File: config.mk
export PLATFORM = sky130hd
export DESIGN_NAME = busca_maior
export DESIGN_NICKNAME = d
export VERILOG_FILES = /design/src/rtl/busca_pkg.sv /design/src/rtl/arvore.sv /design/src/rtl/busca_maior.sv
export SDC_FILE = /design/constraint.sdc
export NUM_CORES = 1
export LEC_CHECK = 0
export CAP_MARGIN = 10
export CORE_ASPECT_RATIO = 1.1
export CORE_MARGIN = 2
export CORE_UTILIZATION = 52
export CTS_CLUSTER_DIAMETER = 200
export DETAILED_ROUTE_END_ITERATION = 6
export PLACE_DENSITY_LB_ADDON = 0.05
export SLEW_MARGIN = 20
export SYNTH_ARGS = -nofsm -noshare
export SYNTH_HDL_FRONTEND = slang
export SYNTH_SLANG_ARGS = --single-unit
File: constraint.sdc
create_clock -name clk -period 4.36 [get_ports clk]
set_input_delay 1.308 -clock clk [delete_from_list [all_inputs] [get_ports clk]]
set_output_delay 1.308 -clock clk [all_outputs]
set_load 0.02 [all_outputs]
File: src/rtl/busca_pkg.sv
// Shared definitions for the busca_maior frame-maximum finder.
package busca_pkg;

  localparam int unsigned DATA_W = 8;

  typedef enum logic [1:0] {
    ST_IDLE = 2'd0,
    ST_ACC  = 2'd1,
    ST_DONE = 2'd2
  } state_e;

endpackage

File: src/rtl/arvore.sv
// 8-bit tree magnitude comparator: M = (a > b), I = (a == b).
// Per-bit greater/equal flags are merged pairwise, MSB half dominating.
module arvore
  import busca_pkg::*;
(
  input  logic [DATA_W-1:0] a,
  input  logic [DATA_W-1:0] b,
  output logic              M,
  output logic              I
);

  logic [7:0] g0, e0;
  logic [3:0] g1, e1;
  logic [1:0] g2, e2;

  always_comb begin
    g0 = a & ~b;
    e0 = ~(a ^ b);
    for (int k = 0; k < 4; k++) begin
      g1[k] = g0[2*k+1] | (e0[2*k+1] & g0[2*k]);
      e1[k] = e0[2*k+1] & e0[2*k];
    end
    for (int k = 0; k < 2; k++) begin
      g2[k] = g1[2*k+1] | (e1[2*k+1] & g1[2*k]);
      e2[k] = e1[2*k+1] & e1[2*k];
    end
    M = g2[1] | (e2[1] & g2[0]);
    I = e2[1] & e2[0];
  end

endmodule

File: src/rtl/busca_maior.sv
// Streams a frame of bytes and reports its maximum, first index of the
// maximum, occurrence count, compared length and overflow flag.
module busca_maior
  import busca_pkg::*;
#(
  parameter int unsigned MAX_LEN = 256
) (
  input  logic                         clk,
  input  logic                         rst,
  input  logic                         in_valid,
  output logic                         in_ready,
  input  logic [DATA_W-1:0]            in_data,
  input  logic                         in_last,
  output logic                         out_valid,
  input  logic                         out_ready,
  output logic [DATA_W-1:0]            out_max,
  output logic [$clog2(MAX_LEN)-1:0]   out_idx,
  output logic [$clog2(MAX_LEN):0]     out_cnt,
  output logic [$clog2(MAX_LEN):0]     out_len,
  output logic                         out_ovf
);

  localparam int unsigned IDX_W = $clog2(MAX_LEN);
  localparam int unsigned CNT_W = IDX_W + 1;

  state_e              state_q, state_d;
  logic [DATA_W-1:0]   max_q, max_d;
  logic [IDX_W-1:0]    idx_q, idx_d;
  logic [CNT_W-1:0]    cnt_q, cnt_d;
  logic [CNT_W-1:0]    len_q, len_d;
  logic                ovf_q, ovf_d;

  logic accept;
  logic len_full;
  logic gt, eq;

  assign accept   = in_valid & in_ready;
  assign len_full = (len_q == CNT_W'(MAX_LEN));

  arvore u_arvore (
    .a (in_data),
    .b (max_q),
    .M (gt),
    .I (eq)
  );

  always_ff @(posedge clk) begin
    if (rst) state_q <= ST_IDLE;
    else     state_q <= state_d;
  end

  always_comb begin
    state_d = state_q;
    case (state_q)
      ST_IDLE: if (accept) state_d = in_last ? ST_DONE : ST_ACC;
      ST_ACC:  if (accept && in_last) state_d = ST_DONE;
      ST_DONE: if (out_ready) state_d = ST_IDLE;
      default: state_d = ST_IDLE;
    endcase
  end

  always_comb begin
    in_ready  = 1'b0;
    out_valid = 1'b0;
    case (state_q)
      ST_IDLE, ST_ACC: in_ready  = 1'b1;
      ST_DONE:         out_valid = 1'b1;
      default:         ;
    endcase
  end

  // Beats past MAX_LEN are dropped and only mark overflow.
  always_comb begin
    max_d = max_q;
    idx_d = idx_q;
    cnt_d = cnt_q;
    len_d = len_q;
    ovf_d = ovf_q;
    if (accept) begin
      if (state_q == ST_IDLE) begin
        max_d = in_data;
        idx_d = '0;
        cnt_d = CNT_W'(1);
        len_d = CNT_W'(1);
        ovf_d = 1'b0;
      end else if (len_full) begin
        ovf_d = 1'b1;
      end else begin
        if (gt) begin
          max_d = in_data;
          idx_d = IDX_W'(len_q);
          cnt_d = CNT_W'(1);
        end else if (eq) begin
          cnt_d = cnt_q + CNT_W'(1);
        end
        len_d = len_q + CNT_W'(1);
      end
    end
  end

  always_ff @(posedge clk) begin
    if (rst) begin
      max_q <= '0;
      idx_q <= '0;
      cnt_q <= '0;
      len_q <= '0;
      ovf_q <= 1'b0;
    end else begin
      max_q <= max_d;
      idx_q <= idx_d;
      cnt_q <= cnt_d;
      len_q <= len_d;
      ovf_q <= ovf_d;
    end
  end

  assign out_max = max_q;
  assign out_idx = idx_q;
  assign out_cnt = cnt_q;
  assign out_len = len_q;
  assign out_ovf = ovf_q;

endmodule

Yosys cells after proc, flatten, opt, wreduce, memory -nomap -nowiden

Index checks and enable logic that the tools add are counted.

Equality and inequality tests: 7
$add $sub $neg: 2
Bitwise operators: 26
Reductions and logical operators: 11
Mux-type cells: 21

Operator list:

| kind                                                  | number |
|---|---|
| two-way mux 9 bit                                     | 6 |
| two-way mux 8 bit                                     | 6 |
| adder 9 x 1 -> 9 bit, second input constant           | 2 |
| NOT 8 bit                                             | 2 |
| AND 1 bit                                             | 15 |
| == test 9 bit, second input constant                  | 1 |
| AND reduction 3 bit                                   | 3 |
| AND 8 bit                                             | 1 |
| two-way mux 2 bit                                     | 4 |
| bitwise XOR 8 bit                                     | 1 |
| bitwise OR 1 bit                                      | 7 |
| inequality test 2 bit, second input constant          | 3 |
| one-hot mux 2 bit (3 select lines)                    | 1 |
| two-way mux 1 bit                                     | 4 |
| AND reduction 2 bit                                   | 2 |
| nonzero test 2 bit                                    | 2 |
| nonzero test 3 bit                                    | 1 |
| == test 2 x 1 -> 1 bit, second input constant         | 1 |
| == test 2 bit, second input constant                  | 1 |
| zero test 2 bit                                       | 1 |
| inequality test 2 x 1 -> 1 bit, second input constant | 1 |
| OR reduction 2 bit                                    | 1 |
| logical AND 1 bit                                     | 1 |

Flip-flop bits (word level): 37
Word-level logic and storage cells: 73
Input bits: 13
Output and inout bits: 37

Longest topological paths before layout

Word-level depth: 11
Gate-level depth with buffers: 8
Gate-level depth less buffers: 7

Cells and area by module

From an unflattened synthesis, not the netlist that was laid out.

Cell total of the unflattened synthesis: 238
Area total of the unflattened synthesis: 2104.5 um2

By module, submodules not included:

| module      | area an instance (um2) | times used | cells an instance | seq. area each (um2) |
|---|---|---|---|---|
| busca_maior | 1909.3                 | 1          | 211               | 740.7 |
| arvore      | 195.2                  | 1          | 27                | 0.0 |

Worst setup path before layout

No wires, ideal clock.

Kind: input to register
From: input port in_data[5]
To: register cnt_q[0] (netlist: out_cnt[0])
Setup time: 115 ps
Buffers on the path: 1
Path slack: 1597 ps
Data arrival time: 2648 ps
Data required time: 4245 ps
Stages: 7
Cell sequence: ha_1 > a21o_1 > a311oi_1 > o21a_1 > buf_2 > a21oi_1 > o21a_1

Cells in the longest elaborated chain, start to end: 10
Elaborated cells between the ends (all ways): 17
Classes of those cells: mux (3); bitwise (12); reduce/logical (2)

RTL lines:

| what                 | line               | text |
|---|---|---|
| start, declared      | busca_maior.sv:12  | `input logic [DATA_W-1:0] in_data,` |
| bitwise XOR 8 bit    | arvore.sv:18       | `e0 = ~(a ^ b);` |
| NOT 8 bit            | arvore.sv:18       |  |
| AND 1 bit            | arvore.sv:20       | `g1[k] = g0[2*k+1] \| (e0[2*k+1] & g0[2*k]);` |
| bitwise OR 1 bit     | arvore.sv:20       |  |
| AND 1 bit            | arvore.sv:24       | `g2[k] = g1[2*k+1] \| (e1[2*k+1] & g1[2*k]);` |
| bitwise OR 1 bit     | arvore.sv:24       |  |
| bitwise OR 1 bit     | arvore.sv:27       | `M = g2[1] \| (e2[1] & g2[0]);` |
| two-way mux 9 bit    | busca_maior.sv:89  | `if (gt) begin` |
| two-way mux 9 bit    | busca_maior.sv:86  | `end else if (len_full) begin` |
| two-way mux 9 bit    | busca_maior.sv:80  | `if (state_q == ST_IDLE) begin` |
| end signal, assigned | busca_maior.sv:111 | `cnt_q <= cnt_d;` |
| end, declared        | busca_maior.sv:29  | `logic [CNT_W-1:0] cnt_q, cnt_d;` |

Several ways; a longest one is shown, not always the timed one. The select of a mux whose other input is x is not followed.
A chain may end at the register's enable or synchronous reset.

Worst setup path after layout

From: input port in_data[5]
To: register cnt_q[6] (netlist: out_cnt[6])

The elaborated chain is that of the path after synthesis.

==> run_summary.xml <==
<?xml version="1.0" encoding="UTF-8"?>
<metrics>
  <group name="drt">
    <metric name="drt-total-wl" unit="um">4510</metric>
    <metric name="wl_per_cell" unit="um">13.5</metric>
    <metric name="remaining_drc_errors" unit="">0</metric>
    <metric name="drt_first_iter_violations" unit="">127</metric>
    <metric name="num_vias" unit="">1852</metric>
    <metric name="via_per_inst" unit="">5.56</metric>
    <metric name="route.antenna.remaining_nets" unit="">0</metric>
    <metric name="number_of_search_and_repair_iterations_in_the_first_detailed_routing_pass" unit="">4</metric>
  </group>
  <group name="global_route">
    <metric name="grt_util_met2" unit="%">42.9</metric>
    <metric name="first_global_vias" unit="">1717</metric>
    <metric name="grt_antenna_before_repair" unit="">0</metric>
    <metric name="use_met3" unit="%">4.28</metric>
    <metric name="maximum_number_of_pins_on_one_net_before_global_route_repair" unit="">27</metric>
    <metric name="grt_overflow" unit="">0</metric>
    <metric name="grt_most_used_layer" unit="">met2</metric>
    <metric name="global_route_wire_length_before_repair" unit="um">7690</metric>
    <metric name="global_route.usage.met1" unit="%">24.9</metric>
    <metric name="groute.usage.overall" unit="%">22.7</metric>
  </group>
  <group name="logic_synthesis">
    <metric name="dominant_combinational_cell_family_by_area_after_synthesis" unit="">simple AND/OR/NAND/NOR gates</metric>
    <metric name="mappedNetlistArea" unit="sq um">1960</metric>
    <metric name="synth-edff-count" unit="">0</metric>
    <metric name="synthCells" unit="">234</metric>
    <metric name="seq_area_frac_synth" unit="%">37.7</metric>
    <metric name="synthDominantCellAreaShare" unit="%">37.7</metric>
    <metric name="post_synth_and_or_nand_nor_area_fraction" unit="%">28.5</metric>
    <metric name="ys_types" unit="">39</metric>
    <metric name="syn-num-nets" unit="">258</metric>
    <metric name="synth_top_cells_by_count" unit="">dfxtp_1, nand2_1, a21oi_1, nor2_1, inv_1</metric>
    <metric name="multiplexer_share_of_the_synthesized_area" unit="%">4.08</metric>
    <metric name="synthesis.yosys.warnings" unit="">0</metric>
    <metric name="synthArstFlopShare" unit="%">0</metric>
    <metric name="synthFlopType" unit="">dfxtp_1</metric>
    <metric name="syn-mean-instance-area" unit="sq um">8.39</metric>
    <metric name="area_fraction_in_compound_gates_after_synthesis" unit="%">15.1</metric>
    <metric name="synth_xor_area_share" unit="%">2.23</metric>
    <metric name="synth-seq-cells" unit="">37</metric>
    <metric name="synth_largest_area_cell" unit="">dfxtp_1</metric>
    <metric name="synth_adder_area_share" unit="%">7.01</metric>
    <metric name="yosys.cell_count.top_type" unit="">dfxtp_1</metric>
    <metric name="synthTopCellsByArea" unit="">dfxtp_1, ha_1, nand2_1</metric>
  </group>
  <group name="critical_path">
    <metric name="cp_data_arrival_time" unit="ns">3.62</metric>
    <metric name="timing.rr.start" unit="">out_max[5]</metric>
    <metric name="critical_path.endpoint_type" unit="">flip-flop</metric>
    <metric name="startpoint_type" unit="">primary input</metric>
    <metric name="timing.critical_path.fanout_max" unit="">21</metric>
    <metric name="setup.worst_path.class" unit="">primary input to flip-flop</metric>
    <metric name="crit_path_start" unit="">in_data[5]</metric>
    <metric name="required" unit="ns">4.58</metric>
  </group>
  <group name="clock_network">
    <metric name="worstSkewPairLatency" unit="ns">0.29</metric>
    <metric name="htree_levels" unit="">2</metric>
    <metric name="cts_buffers" unit="">5</metric>
    <metric name="ctsResizeCount" unit="">0</metric>
    <metric name="cts_tree" unit="">done</metric>
    <metric name="cts.repair_timing.setup_buffer_count" unit="">0</metric>
    <metric name="cts_root_buf" unit="">clkbuf_8</metric>
    <metric name="cts_num_sinks" unit="">37</metric>
    <metric name="cts-root-to-sink-buffers" unit="">2</metric>
    <metric name="holdBufCountCts" unit="">0</metric>
    <metric name="worst_setup_hold_path_clk_slew" unit="ns">0.08</metric>
  </group>
  <group name="sta">
    <metric name="rsz0062_at_grt" unit="">false</metric>
    <metric name="report.final.hold_viol_count" unit="">0</metric>
    <metric name="clock.fmax" unit="GHz">0.294</metric>
    <metric name="shortest_period_the_worst_path_allows" unit="ns">3.40</metric>
    <metric name="finalSetupViolations" unit="">0</metric>
    <metric name="fin_setup_tns" unit="ns">0</metric>
    <metric name="final_min_period_over_clock_period" unit="%">78.0</metric>
    <metric name="timing_worst_slew_pin_value" unit="ns">0.669</metric>
    <metric name="hold_ws" unit="ns">0.476</metric>
    <metric name="relSlewSlack" unit="%">55.4</metric>
    <metric name="number_of_slew_limit_violations_in_the_final_report" unit="">0</metric>
    <metric name="worst_clock_skew" unit="ns">0.00673</metric>
  </group>
  <group name="layout">
    <metric name="post_route_cells_drive_above_1_share" unit="%">5.65</metric>
    <metric name="sequential_standard_cell_area" unit="sq um">741</metric>
    <metric name="finish.utilization" unit="%">71.6</metric>
    <metric name="final_cell_count_no_fill" unit="">333</metric>
    <metric name="nets" unit="">306</metric>
    <metric name="final_design_area_no_fill" unit="sq um">2600</metric>
    <metric name="multi_input_comb_area" unit="sq um">1120</metric>
    <metric name="layout_fillers" unit="">315</metric>
    <metric name="antennaDiodeCount" unit="">0</metric>
    <metric name="area_delta_synth_final" unit="%">32.3</metric>
  </group>
  <group name="die">
    <metric name="design.core.area" unit="sq um">3630</metric>
    <metric name="die_w" unit="um">62.6</metric>
    <metric name="design.die.area" unit="sq um">4280</metric>
    <metric name="die_height" unit="um">68.4</metric>
    <metric name="initial_utilization" unit="%">54.1</metric>
    <metric name="rows" unit="">23</metric>
    <metric name="design.portCount" unit="">50</metric>
  </group>
  <group name="placement">
    <metric name="numPortBuffers" unit="">49</metric>
    <metric name="dp_hpwl" unit="um">3200</metric>
    <metric name="detailed_place.area" unit="sq um">2480</metric>
    <metric name="globalplace.congestion" unit="">0.740</metric>
    <metric name="dp_cells" unit="">325</metric>
  </group>
  <group name="pwr">
    <metric name="total_leakage_power" unit="nW">0.896</metric>
    <metric name="p_per_area" unit="nW/um^2">297</metric>
    <metric name="peakVddDrop" unit="uV">161</metric>
  </group>
  <group name="worst_hold_path">
    <metric name="min-delay-path-class" unit="">flip-flop to flip-flop</metric>
    <metric name="worst_hold_startpoint" unit="">out_idx[5]</metric>
  </group>
  <group name="run_status">
    <metric name="run_status" unit="">complete, no violations</metric>
  </group>
  <group name="run">
    <metric name="maxcap_viol_count" unit="">0</metric>
  </group>
</metrics>
==> critical path, cell delays in order <==
cell	delay (ns)
clkdlybuf4s50_1	0.43
ha_1	0.32
a21o_1	0.16
a311oi_1	0.26
o21a_1	0.55
buf_4	0.29
a21oi_1	0.09
a211oi_2	0.21
==> where the power goes <==
group	leakage [nW]	switching, W	internal (W)
Combinational	0.541	0.0000636	0.0000528
Clock	0.0543	0.000130	0.000171
Sequential	0.300	0.00000874	0.000346
==> per-stage QoR <==
step	power [W]	setup slack [ns]
floorplan	0.000435	1.60
global placement	0.000477	0.730
detailed placement	0.000479	0.648
CTS	0.000780	0.955
global route	0.000807	0.811
finish	0.000773	0.957
==> flip-flops by register name, indices dropped and copies added (netlist names) <==
| register | flops |
|---|---|
| state_q | 2 |
| out_cnt | 9 |
| out_max | 8 |
| out_len | 9 |
| out_idx | 8 |
| out_ovf | 1 |
==> kinds of logic after synthesis <==
logic type	after synthesis
xor gates and xnor gates	5
and+or+nand+nor	101
buffers and inverters	24
adders and majority gates	11
muxes	8
AOI/OAI and AO/OA	48
DFF	37
==> layer usage <==
layer / vias up / wire [um]
met5: - / 0
met4: 0 / 78
met3: 9 / 221
met2: 54 / 2240
met1: 859 / 1980
li1: 930 / -
==> final timing paths <==
kind                                   end  slack, ns  cells after the start
worst min-delay path            out_idx[5]       0.48                      2
worst max register to register  out_cnt[6]       2.05                      8
worst max-delay path            out_cnt[6]       0.96                      8
worst min register to register  out_idx[5]       0.48                      2
==> final cells by class <==
type | count | area share (%)
multi-input combinational | 173 | 43.0
clock inverter | 3 | 1.78
clock buffer | 5 | 2.65
tap | 50 | 2.41
inverter | 13 | 1.88
sequential | 37 | 28.5
timing repair buffer | 52 | 19.7
==> layout by cell type (no fill, tap or decap), types with 3 or more instances in the layout <==
cell type | Yosys | routed
xor2_1 | 4 | 4
or3_1 | 3 | 3
nand2_1 | 26 | 26
nand3_1 | 8 | 8
clkbuf_8 | 0 | 5
nor2_1 | 17 | 17
o21a_1 | 3 | 3
a21o_1 | 3 | 3
a21oi_1 | 17 | 17
nand3b_1 | 10 | 10
ha_1 | 11 | 11
mux2i_1 | 8 | 8
a31oi_1 | 5 | 5
o21ai_0 | 12 | 12
nand2b_1 | 10 | 10
clkdlybuf4s50_1 | 0 | 49
buf_4 | 3 | 3
nand4_1 | 6 | 6
inv_1 | 13 | 13
dfxtp_1 | 37 | 37
nor3_1 | 5 | 5
nand4b_1 | 4 | 4
No activity file was read; power rests on OpenSTA's default activity.
